===== config.mk =====
export PLATFORM = sky130hd
export DESIGN_NAME = spi_target_fifo
export DESIGN_NICKNAME = d
export VERILOG_FILES = /design/src/rtl/spi_pkg.sv /design/src/rtl/sync_fifo.sv /design/src/rtl/spi_target_fifo.sv
export SDC_FILE = /design/constraint.sdc
export NUM_CORES = 1
export LEC_CHECK = 0
export BUFFER_PORTS_ARGS = -buffer_cell sky130_fd_sc_hd__buf_4
export CORE_MARGIN = 1
export CORE_UTILIZATION = 60
export DETAILED_ROUTE_END_ITERATION = 10
export PLACE_DENSITY_LB_ADDON = 0.2
export RECOVER_POWER = 100
export SLEW_MARGIN = 10
export SYNTH_ARGS = -nofsm -noshare
export SYNTH_HDL_FRONTEND = slang
export SYNTH_SLANG_ARGS = --single-unit

===== constraint.sdc =====
create_clock -name clk6x -period 2.5 [get_ports clk6x]
set_input_delay 0.25 -clock clk6x [delete_from_list [all_inputs] [get_ports clk6x]]
set_output_delay 0.25 -clock clk6x [all_outputs]
set_load 0.02 [all_outputs]

===== src/rtl/spi_pkg.sv =====
// spi_pkg: SPI mode encodings, CPOL/CPHA bit positions and the default idle word.
package spi_pkg;
  typedef enum logic [1:0] {MODE0 = 2'd0, MODE1 = 2'd1, MODE2 = 2'd2, MODE3 = 2'd3} spi_mode_e;
  localparam int CPOL_BIT = 1;
  localparam int CPHA_BIT = 0;
  localparam logic [31:0] IDLE_WORD_DEFAULT = '1;
endpackage


===== src/rtl/sync_fifo.sv =====
// sync_fifo: single-clock FIFO with extra pointer bit; push into a full FIFO succeeds only alongside a pop.
module sync_fifo #(
  parameter int WIDTH = 8,
  parameter int DEPTH = 4
) (
  input  logic             clk6x,
  input  logic             reset,
  input  logic             push,
  input  logic [WIDTH-1:0] push_data,
  output logic             push_ready,
  input  logic             pop,
  output logic [WIDTH-1:0] pop_data,
  output logic             pop_valid
);
  localparam int AW = $clog2(DEPTH);
  logic [AW:0] wr_ptr, rd_ptr;
  logic [WIDTH-1:0] mem [DEPTH];
  logic full, do_push, do_pop;
  assign pop_valid = wr_ptr != rd_ptr;
  assign full = (wr_ptr[AW] != rd_ptr[AW]) && (wr_ptr[AW-1:0] == rd_ptr[AW-1:0]);
  assign do_pop = pop && pop_valid;
  assign push_ready = !full || do_pop;
  assign do_push = push && push_ready;
  // Head reads as zero when empty so the output has a defined reset value without clearing storage.
  assign pop_data = pop_valid ? mem[rd_ptr[AW-1:0]] : '0;
  always_ff @(posedge clk6x or posedge reset)
    if (reset) begin
      wr_ptr <= '0;
      rd_ptr <= '0;
    end else begin
      if (do_push) wr_ptr <= wr_ptr + 1'b1;
      if (do_pop) rd_ptr <= rd_ptr + 1'b1;
    end
  always_ff @(posedge clk6x)
    if (do_push) mem[wr_ptr[AW-1:0]] <= push_data;
endmodule


===== src/rtl/spi_target_fifo.sv =====
// spi_target_fifo: SPI target, run-time selectable mode, configurable word width,
// RX/TX FIFOs with valid/ready handshakes and overrun/underrun pulses.
module spi_target_fifo import spi_pkg::*; #(
  parameter int DATA_W = 8,
  parameter int FIFO_DEPTH = 4,
  parameter logic [DATA_W-1:0] IDLE_WORD = IDLE_WORD_DEFAULT[DATA_W-1:0]
) (
  input  logic              clk6x,
  input  logic              reset,
  input  logic              spi_clk_i,
  input  logic              spi_csn_i,
  input  logic              spi_mosi_i,
  output logic              spi_miso_o,
  output logic              spi_miso_drive_o,
  input  logic [1:0]        mode_i,
  output logic [DATA_W-1:0] rx_data_o,
  output logic              rx_first_o,
  output logic              rx_valid_o,
  input  logic              rx_ready_i,
  input  logic [DATA_W-1:0] tx_data_i,
  input  logic              tx_valid_i,
  output logic              tx_ready_o,
  output logic              rx_overrun_o,
  output logic              tx_underrun_o,
  output logic              busy_o
);
  localparam int CW = $clog2(DATA_W + 1);
  logic [1:0] sck_s, csn_s, mosi_s;
  logic sck_q, csn_q, active, first;
  spi_mode_e mode_q;
  logic [CW-1:0] cnt;
  logic [DATA_W-2:0] rx_sh;
  logic [DATA_W-1:0] tx_sh, tx_head, rx_word;
  logic sck_rise, sck_fall, csn_fall, sel, same, samp, shft, load, rx_done, rx_in_ready, tx_avail;
  assign sck_rise = sck_s[1] && !sck_q;
  assign sck_fall = !sck_s[1] && sck_q;
  assign csn_fall = !csn_s[1] && csn_q;
  assign sel = active && !csn_s[1];
  assign same = mode_q[CPOL_BIT] == mode_q[CPHA_BIT];
  assign samp = sel && (same ? sck_rise : sck_fall);
  assign shft = sel && (same ? sck_fall : sck_rise);
  // A shift edge with an empty bit count always starts a word; CPHA=0 also preloads at select.
  assign load = (csn_fall && !mode_i[CPHA_BIT]) || (shft && cnt == '0);
  assign rx_done = samp && cnt == CW'(DATA_W - 1);
  assign rx_word = {rx_sh, mosi_s[1]};
  assign rx_overrun_o = rx_done && !rx_in_ready;
  assign tx_underrun_o = load && !tx_avail;
  assign spi_miso_drive_o = active;
  assign busy_o = active;
  assign spi_miso_o = active ? tx_sh[DATA_W-1] : (tx_avail ? tx_head[DATA_W-1] : IDLE_WORD[DATA_W-1]);
  // Synchronisers reset low so a CSN held low through reset never looks like a new falling edge.
  always_ff @(posedge clk6x or posedge reset)
    if (reset) begin
      sck_s <= '0;
      csn_s <= '0;
      mosi_s <= '0;
      sck_q <= 1'b0;
      csn_q <= 1'b0;
      active <= 1'b0;
      mode_q <= MODE0;
      cnt <= '0;
      first <= 1'b1;
      rx_sh <= '0;
      tx_sh <= IDLE_WORD;
    end else begin
      sck_s <= {sck_s[0], spi_clk_i};
      csn_s <= {csn_s[0], spi_csn_i};
      mosi_s <= {mosi_s[0], spi_mosi_i};
      sck_q <= sck_s[1];
      csn_q <= csn_s[1];
      if (csn_fall) begin
        active <= 1'b1;
        mode_q <= spi_mode_e'(mode_i);
      end else if (csn_s[1]) active <= 1'b0;
      if (!sel) begin
        cnt <= '0;
        first <= 1'b1;
      end else if (samp) begin
        cnt <= rx_done ? '0 : cnt + 1'b1;
        rx_sh <= rx_word[DATA_W-2:0];
        if (rx_done) first <= 1'b0;
      end
      if (load) tx_sh <= tx_avail ? tx_head : IDLE_WORD;
      else if (shft) tx_sh <= {tx_sh[DATA_W-2:0], 1'b1};
    end
  sync_fifo #(.WIDTH(DATA_W + 1), .DEPTH(FIFO_DEPTH)) u_rx_fifo (
    .clk6x(clk6x),
    .reset(reset),
    .push(rx_done),
    .push_data({first, rx_word}),
    .push_ready(rx_in_ready),
    .pop(rx_ready_i),
    .pop_data({rx_first_o, rx_data_o}),
    .pop_valid(rx_valid_o)
  );
  sync_fifo #(.WIDTH(DATA_W), .DEPTH(FIFO_DEPTH)) u_tx_fifo (
    .clk6x(clk6x),
    .reset(reset),
    .push(tx_valid_i),
    .push_data(tx_data_i),
    .push_ready(tx_ready_o),
    .pop(load),
    .pop_data(tx_head),
    .pop_valid(tx_avail)
  );
endmodule

==> flow_summary.toml, run 1 <==
[route]
drt_first_iter_violations = 130
first_pass_iters = 4
avgViaCountPerCell = 5.73
vias = 2574
drc = 0
detail-route-antenna-nets = 0
drt_wl_total_mm = 7.57
post_drt_wl_per_cell_um = 16.9

[clock_network]
htree_levels = 3
clockRootBuffer = "clkbuf_8"
clock_sinks = 111
clock_path_buffers = 2
clk_latency_ns = 0.36
cts_tree = "done"
postCtsSetupBuffers = 0
cts_buffers = 9
clk_pin_slew_worst_paths_ns = 0.09

[critical_path]
crit_path_end_kind = "primary output"
slowest_stage = "dfrtp_1"
critical_path_required_ns = 2.25
worst_ep_arrival_time_ns = 2.13
crit_family = "simple AND/OR/NAND/NOR gates"
crit_chain = "and4bb_2 > mux2_4 > nand2_1 > a2111oi_2 > buf_4"
critPathLaunchType = "register"
max_stage_delay_ns = 0.46
cp_max_fo = 8
worst-path-stages = 5
ff2ff_path_depth = 4
path_class = "reg2out"
cp.buffers_inverters = 1

[layout]
final_cell_mix = "68 x edfxtp_1, 34 x dfrtp_1, 22 x clkbuf_1"
num_antenna_cells = 0
area_delta_synth_final_pct = 11.9
drive_gt1_frac = 0.245
multi_input_area_um2 = 1540
fill_cells = 560
final_nets = 371
fin_area_um2 = 5330
final_common_cell = "edfxtp_1"
seqCellArea_um2 = 3130

[synth]
synth_xor_area_frac = 0.0310
syn_area_per_cell_um2 = 16.2
synth_edf_count = 68
syn_nets = 323
synth_async_sr_flop_share = 0.387
synth_top_flop_cell = "edfxtp_1"
ys_seq_area_frac = 0.657
netlist_area_um2 = 4760
synthAdderAreaFrac = 0.0315
ys_ff_latch = 111
ys_warn_count = 0
ys_types = 50
synthCells = 294
synthSimpleGateAreaFrac = 0.0874
synthMuxAreaShare = 0.121
synth_compound_area_frac = 0.0541
synth_top_family_by_area = "multiplexers"

[sta]
fin_crit_ns = 2.38
finalSetupTns_ns = 0
timing.fmax_mhz = 420
max_slew_margin = 0.255
finalClockSkew_ns = 0.00693
rsz0062_at_grt = "false"
fin_crit_sh = 0.953
maxSlewViolCount = 0
tightest_slew_ns = 1.12
setup_viol = 0
hold_viol_final = 0

[hold_path]
hold_path.class = "in2reg"
holdPathStages = 2

[placed_design]
portBuffers = 32
detailed_place_hpwl_mm = 5.48
gp_congestion = 0.802
place_area_um2 = 5160

[global_route]
grt.overflow.total = 0
grt_pass1_vias = 2723
grt_pass1_wl_mm = 13.1
grt_use_total = 0.206
grt_start_max_net_pins = 23
antenna_found_initial = 0

[power_and_ir_drop]
p_int_mw = 3.40
clkPwrFrac = 0.241
p_comb_frac = 0.233
p_switching_mw = 1.39
p_sw_frac = 0.290
powerDensity_nw_per_um2 = 897
sequentialPowerShare = 0.526
p_leak_nw = 1.98
ir_drop_v = 0.000645

[floorplan]
dieWidth_um = 91.1
start_util = 0.620
core-area_um2 = 7690
core.rowCount = 32
dieArea_um2 = 8300
ios = 33
die_h_um = 91.1

[outcome]
status = "completed"

[flow_run]
maxCapViolations = 0
[worst reg2reg max path, delay by kind of cell (launching register included)]
family          cells  cell delay [ns]
flops               1             0.48
compound gates      2             1.18
xor+xnor            1             0.24
mux                 1             0.35
[cells in the mapped netlist (all sizes together) (2+ instances only)]
library cell | count | area share
edfxtp | 68 | 0.43
dfrtp | 34 | 0.18
mux4 | 17 | 0.080
mux2 | 14 | 0.034
and2 | 13 | 0.017
ha | 12 | 0.032
a21oi | 10 | 0.011
inv | 10 | 0.0079
dfstp | 9 | 0.050
nand2 | 9 | 0.0071
xnor2 | 9 | 0.018
nand3 | 8 | 0.0084
o22ai | 8 | 0.011
nor3 | 7 | 0.0084
xor2 | 7 | 0.013
and3 | 5 | 0.0066
clkbuf | 5 | 0.0039
o21ai | 5 | 0.0053
buf | 4 | 0.0060
nand2b | 4 | 0.0053
nor2 | 4 | 0.0032
mux2i | 3 | 0.0071
nor3b | 3 | 0.0058
a211oi | 2 | 0.0032
a31oi | 2 | 0.0026
and4bb | 2 | 0.0053
nand3b | 2 | 0.0032
o2111ai | 2 | 0.0037
o211ai | 2 | 0.0042
or3b | 2 | 0.0037
[through the flow]
stage / hold slack (ns) / worst slack, ns / cells / power, mW / utilization
after CTS: 0.0785 / 0.0293 / 449 / 4.85 / 0.706
after global placement: 0.332 / 0.347 / 429 / 3.66 / 0.671
final: 0.124 / 0.117 / 449 / 4.78 / 0.693
after floorplan: 0.281 / 0.369 / 294 / 3.36 / -
after detailed placement: 0.335 / 0.316 / 429 / 3.69 / 0.671
after global routing: 0.113 / 0.0221 / 449 / 5.03 / 0.693
[cell families after synthesis]
group	after synthesis
AOI/OAI and AO/OA	37
and+or+nand+nor	65
buffers and inverters	19
xor gates and xnor gates	16
adders and majority gates	12
DFF	111
muxes	34
[sequential cells by signal (all words and copies together), names as in the netlist]
| name | flops |
|---|---|
| u_rx_fifo.mem | 36 |
| u_tx_fifo.mem | 32 |
| tx_sh | 8 |
| rx_sh | 7 |
| cnt | 4 |
| u_rx_fifo.rd_ptr | 3 |
| u_rx_fifo.wr_ptr | 3 |
| u_tx_fifo.rd_ptr | 3 |
| u_tx_fifo.wr_ptr | 3 |
| csn_s | 2 |
| mode_q | 2 |
| mosi_s | 2 |
| sck_s | 2 |
| busy_o | 1 |
| csn_q | 1 |
| first | 1 |
| sck_q | 1 |
[power groups by stage]
stage	clock (mW)	combinational [mW]	sequential [mW]
global placement	0	1.12	2.54
finish	1.15	1.11	2.51
CTS	1.18	1.16	2.52
floorplan	0	0.890	2.47
global route	1.25	1.23	2.56
detailed placement	0	1.14	2.55
[path summary, 6_finish.rpt]
kind,to,start,slack [ns]
hold / removal,mode_q[1],mode_i[1],0.12
setup / recovery,tx_underrun_o,csn_s[1],0.12
max in group asynchronous,u_tx_fifo.rd_ptr[0],reset,0.62
setup reg to reg,u_tx_fifo.rd_ptr[1],u_tx_fifo.wr_ptr[1],0.15
hold reg to reg,csn_s[1],csn_s[0],0.35
min in group asynchronous,sck_s[1],reset,0.48
[layout make-up]
type,instances,share of cell area
clock buffer,11,0.0246
tap,102,0.0239
sequential,111,0.587
inverter,10,0.00704
multi-input combinational,164,0.289
timing repair buffer,46,0.0521
clock inverter,5,0.0164
[repair_timing]
action                                 in CTS  in global routing
setup endpoints to repair                   1                  1
hold buffers                                4                  0
gates resized for setup                     1                  2
pin swaps                                   0                  0
endpoints found under the hold margin      23                  0
[layer usage]
layer  GRT usage  vias to the layer above  part of all wire  routed length (um)
met5           0                        -                 0                   0
met4      0.0754                        0             0.018                 138
met3      0.0436                       13             0.033                 253
met2       0.343                       55              0.51                3850
met1       0.270                     1289              0.44                3330
li1            -                     1217                 -                   -
No activity file was read; power rests on OpenSTA's default activity.
==> run 2, diff against run 1 <==
Settings changed: CAP_MARGIN from default to 20, CTS_BUF_LIST from default to sky130_fd_sc_hd__clkbuf_16.
==> run 2 against run 1 <==
Cell count shrank 0.67%. First-iteration DRC count shrank 25%. Worst hold slack lost 0.087 ns. Critical endpoint unchanged. Combinational power is essentially flat. Global-route usage grew 0.67 points. Design area grew 1.3%.
==> flow_summary.toml, run 2 (synthesis results as in run 1) <==
[outcome]
status = "completed"

[layout]
seqCellArea_um2 = 3130
fin_cells = 446
final_nets = 368
area_delta_synth_final_pct = 13.3
final_common_cell = "edfxtp_1"
drive_gt1_frac = 0.247
largest_reg_flops = 36
num_antenna_cells = 0
fill_cells = 543
multi_input_area_um2 = 1540
final_cell_mix = "68 x edfxtp_1, 34 x dfrtp_1, 20 x clkbuf_1"

[clock_network]
cts_buffers = 9
clock_sinks = 111
clock_path_buffers = 2
postCtsSetupBuffers = 0
clk_latency_ns = 0.34
cts_tree = "done"
clk_pin_slew_worst_paths_ns = 0.07
clockRootBuffer = "clkbuf_16"
htree_levels = 3

[floorplan]
core.rowCount = 32
core-area_um2 = 7690
die_h_um = 91.1
ios = 33
dieWidth_um = 91.1
dieArea_um2 = 8300
start_util = 0.620

[critical_path]
path_class = "reg2out"
crit_family = "simple AND/OR/NAND/NOR gates"
crit_path_end_kind = "primary output"
cp.buffers_inverters = 1
critPathLaunchType = "register"
reg2reg_slack_ns = 0.14
critical_path_required_ns = 2.25
worst_ep_arrival_time_ns = 2.14
cp_max_fo = 8
worstReg2RegStart = "csn_s[1]"
slowest_stage = "dfrtp_1"
max_stage_delay_ns = 0.46
crit_chain = "and4bb_2 > mux2_4 > nand2_1 > a2111oi_2 > clkbuf_2"
ff2ff_path_depth = 5
r2r-end = "u_rx_fifo.mem[3][5]"

[sta]
holdWs_ns = 0.0375
finalClockSkew_ns = 0.00491
timing.fmax_mhz = 419
finalSetupTns_ns = 0
fin_crit_sh = 0.956
tightest_slew_ns = 1.14
fin_crit_ns = 2.39
maxSlewViolCount = 0
hold_viol_final = 0
rsz0062_at_grt = "false"
max_slew_margin = 0.237
setup_viol = 0

[placed_design]
detailed_place_hpwl_mm = 5.48
gp_congestion = 0.802
dp_cells = 429
portBuffers = 32

[route]
drt_first_iter_violations = 98
drc = 0
detail-route-antenna-nets = 0
avgViaCountPerCell = 5.83
first_pass_iters = 4
drt_wl_total_mm = 7.84
vias = 2599
post_drt_wl_per_cell_um = 17.6

[power_and_ir_drop]
p_leak_nw = 2.02
ir_drop_v = 0.000632
powerDensity_nw_per_um2 = 953

[hold_path]
hold_path.class = "in2reg"
min-delay-start = "spi_mosi_i"
holdPathStages = 1
min_to = "mosi_s[0]"

[global_route]
antenna_found_initial = 0
grt_pass1_vias = 2756
grt.overflow.total = 0
grt_pass1_wl_mm = 13.4
grt_use_total = 0.213
grt_start_max_net_pins = 23

[flow_run]
maxCapViolations = 0
## run 2: changes by cell type in the layout (fill, tap and decap cells not counted), sizes merged
cell	previous run	this run
buf	17	16
clkbuf	36	35
dlygate4sd3	4	1
inv	11	13
## run 2: power by group
part	switching [mW]	leakage (nW)	internal, mW	total, mW
clock	0.629	0.161	0.882	1.51
combinational	0.600	0.708	0.509	1.11
sequential	0.218	1.15	2.31	2.52
total	1.45	2.02	3.70	5.14
## run 2: how the worst max path moves through the flow
stage	startpoint	end	cells past startpoint
detailed placement	cnt[0]	u_tx_fifo.mem[1][4]	5
global route	u_tx_fifo.wr_ptr[1]	u_tx_fifo.rd_ptr[1]	4
global placement	cnt[0]	u_tx_fifo.mem[1][5]	5
CTS	mode_q[0]	tx_underrun_o	5
finish	csn_s[1]	tx_underrun_o	5
floorplan	cnt[0]	u_tx_fifo.mem[0][0]	5
## run 2: stage by stage
step           setup WS [ns]  total power [mW]  area [um2]  utilization
2_1_floorplan          0.369              3.36        4760            -
3_3_place_gp           0.347              3.66        5160        0.671
3_5_place_dp           0.316              3.69        5160        0.671
4_1_cts              0.00236              5.21        5490        0.714
5_1_grt               0.0206              5.39        5400        0.702
6_report               0.111              5.14        5400        0.702
## run 2: what timing repair did
action	in CTS	in global routing
endpoints found under the hold margin	20	0
resized for setup	0	3
hold buffers	1	0
setup endpoints to repair	0	1
## run 2: area by class of cell
class | instances | area share
multi-input combinational | 164 | 0.285
clock buffer | 9 | 0.0417
tap | 102 | 0.0236
timing repair buffer | 43 | 0.0454
clock inverter | 7 | 0.0176
sequential | 111 | 0.579
inverter | 10 | 0.00695
## run 2: per-layer routing
| metal | vias up | part of all wire | track usage |
|---|---|---|---|
| met1 | 1314 | 0.44 | 0.279 |
| li1 | 1212 | - | - |
| met5 | - | 0 | 0 |
| met2 | 56 | 0.51 | 0.348 |
| met3 | 17 | 0.028 | 0.0343 |
| met4 | 0 | 0.020 | 0.107 |
==> run 3, diff against run 2 <==
Settings changed: CORE_UTILIZATION 60 to 40, RECOVER_POWER 100 to default.
==> run 3 against run 2 <==
Non-clock buffer count grew 4. Clock skew rose by 0.0031 ns. First-iteration DRC count up 13%. Combinational power rose by 6%. The flow now finishes with violations (design-rule violations).
==> flow_summary.toml, run 3 (synthesis results as in run 1) <==
[outcome]
status = "finished with violations"
failed_checks = "design-rule violations"

[route]
first_pass_iters = 8
wl_met3_um = 273
met1_length_mm = 3.54
detail-route-antenna-nets = 0
drt_wl_total_mm = 7.96
vias = 2564
post_drt_wl_per_cell_um = 16.2
avgViaCountPerCell = 5.22
dr_wl_met2_mm = 4.01
drc = 4
dr.max_layer_used = "met4"
drt_first_iter_violations = 111

[sta]
holdWs_ns = 0.0276
maxSlewViolCount = 0
timing.fmax_mhz = 424
max_slew_margin = 0.603
fin_crit_sh = 0.943
finalClockSkew_ns = 0.00798
setup_viol = 0
hold_viol_final = 0
tightest_slew_ns = 0.596
fin_crit_ns = 2.36
finalSetupTns_ns = 0
rsz0062_at_grt = "false"

[layout]
fill_cells = 980
final_cell_mix = "68 x edfxtp_1, 44 x buf_4, 34 x dfrtp_1"
final_common_cell = "edfxtp_1"
utilization = 0.486
num_antenna_cells = 0
final_nets = 372
drive_gt1_frac = 0.325
area_delta_synth_final_pct = 17.5
fin_cells = 491
largest_reg_flops = 36

[global_route]
grt_pass1_vias = 2671
grt_pass1_wl_mm = 13.3
grt_start_max_net_pins = 44
antenna_found_initial = 0
grt_use_total = 0.141
grt.overflow.total = 0

[power_and_ir_drop]
p_sw_frac = 0.289
p_int_mw = 3.65
ir_drop_v = 0.000467
p_comb_frac = 0.230
p_switching_mw = 1.48
powerDensity_nw_per_um2 = 916
finalPower_mw = 5.13
clkPwrFrac = 0.281
p_leak_nw = 2.12
sequentialPowerShare = 0.489

[critical_path]
path_class = "reg2out"
r2r-end = "u_tx_fifo.mem[1][7]"
crit_chain = "xnor2_4 > mux2_4 > nand2_1 > a2111oi_4 > buf_4"
critical_path_required_ns = 2.25
worstReg2RegStart = "cnt[0]"
reg2reg_slack_ns = 0.27
max_stage_delay_ns = 0.44
crit_family = "flip-flops"
slowest_stage = "dfrtp_1"
cp_max_fo = 8
worst_ep_arrival_time_ns = 2.11
crit_path_end_kind = "primary output"
cp.buffers_inverters = 1
critPathLaunchType = "register"
ff2ff_path_depth = 5

[clock_network]
clock_path_buffers = 2
clk_pin_slew_worst_paths_ns = 0.07
htree_levels = 3
clk_latency_ns = 0.34
cts_buffers = 9
clockRootBuffer = "clkbuf_16"
clock_sinks = 111
postCtsSetupBuffers = 0
cts_tree = "done"

[floorplan]
dieArea_um2 = 12400
start_util = 0.414
core.rowCount = 39
core-area_um2 = 11500
dieWidth_um = 111
die_h_um = 111
ios = 33

[hold_path]
hold_path.class = "in2async"

[placed_design]
dp_cells = 472
gp_congestion = 0.765
detailed_place_hpwl_mm = 5.46
portBuffers = 32

[flow_run]
maxCapViolations = 0
[run 3: cell types whose count changed in the layout (fill, tap and decap cells not counted), sizes merged]
cell,delta
buf,+28
clkbuf,-26
clkinv,+2
dlygate4sd3,+2
bufinv,-1
inv,-1
[run 3: final cells by class]
cell class	instances	area [um2]	share of cell area
Clock buffer	9	225	0.0402
Clock inverter	7	78.8	0.0141
Inverter	10	37.5	0.00670
Multi-Input combinational cell	164	1590	0.284
Sequential cell	111	3130	0.559
Tap cell	143	179	0.0320
Timing Repair Buffer	47	360	0.0644
[run 3: worst reg2reg max path, delay by kind of cell, from the launching register on]
kind,cells,cell delay (ns)
AOI/OAI and AO/OA,1,0.29
DFF,1,0.40
and+or+nand+nor,2,0.95
buffers and inverters,1,0.09
adders and majority gates,1,0.17
[run 3: worst max path at each step]
stage               from                   to  slack [ns]  cells past startpoint
2_1_floorplan     cnt[0]  u_tx_fifo.mem[0][0]        0.37                      5
3_3_place_gp      cnt[0]  u_tx_fifo.mem[1][3]        0.32                      5
3_5_place_dp      cnt[0]  u_tx_fifo.mem[0][3]        0.27                      5
4_1_cts         csn_s[1]        tx_underrun_o        0.04                      5
5_1_grt         csn_s[1]        tx_underrun_o        0.02                      5
6_report       mode_q[0]        tx_underrun_o        0.14                      5
[run 3: metrics by stage]
step	worst slack (ns)	area (um2)
4_1_cts	0.0428	5580
2_1_floorplan	0.369	4760
3_3_place_gp	0.321	5230
3_5_place_dp	0.270	5230
5_1_grt	0.0178	5600
6_report	0.143	5600
[run 3: metal layers]
layer	vias to the layer above	track usage
li1	1225	-
met1	1282	0.172
met2	46	0.239
met3	11	0.0366
met4	0	0.0586
met5	-	0
[run 3: what timing repair did]
action,in CTS,in global routing
endpoints found under the setup margin,1,1
resized for setup,2,3
hold endpoints to repair,3,0
hold buffers,3,0
[run 3: power by group through the flow]
stage / combinational (mW) / clock [mW] / sequential [mW]
after global placement: 1.14 / 0 / 2.54
after floorplan: 0.890 / 0 / 2.47
final: 1.18 / 1.44 / 2.51
after global routing: 1.32 / 1.54 / 2.55
after CTS: 1.17 / 1.49 / 2.51
after detailed placement: 1.15 / 0 / 2.54
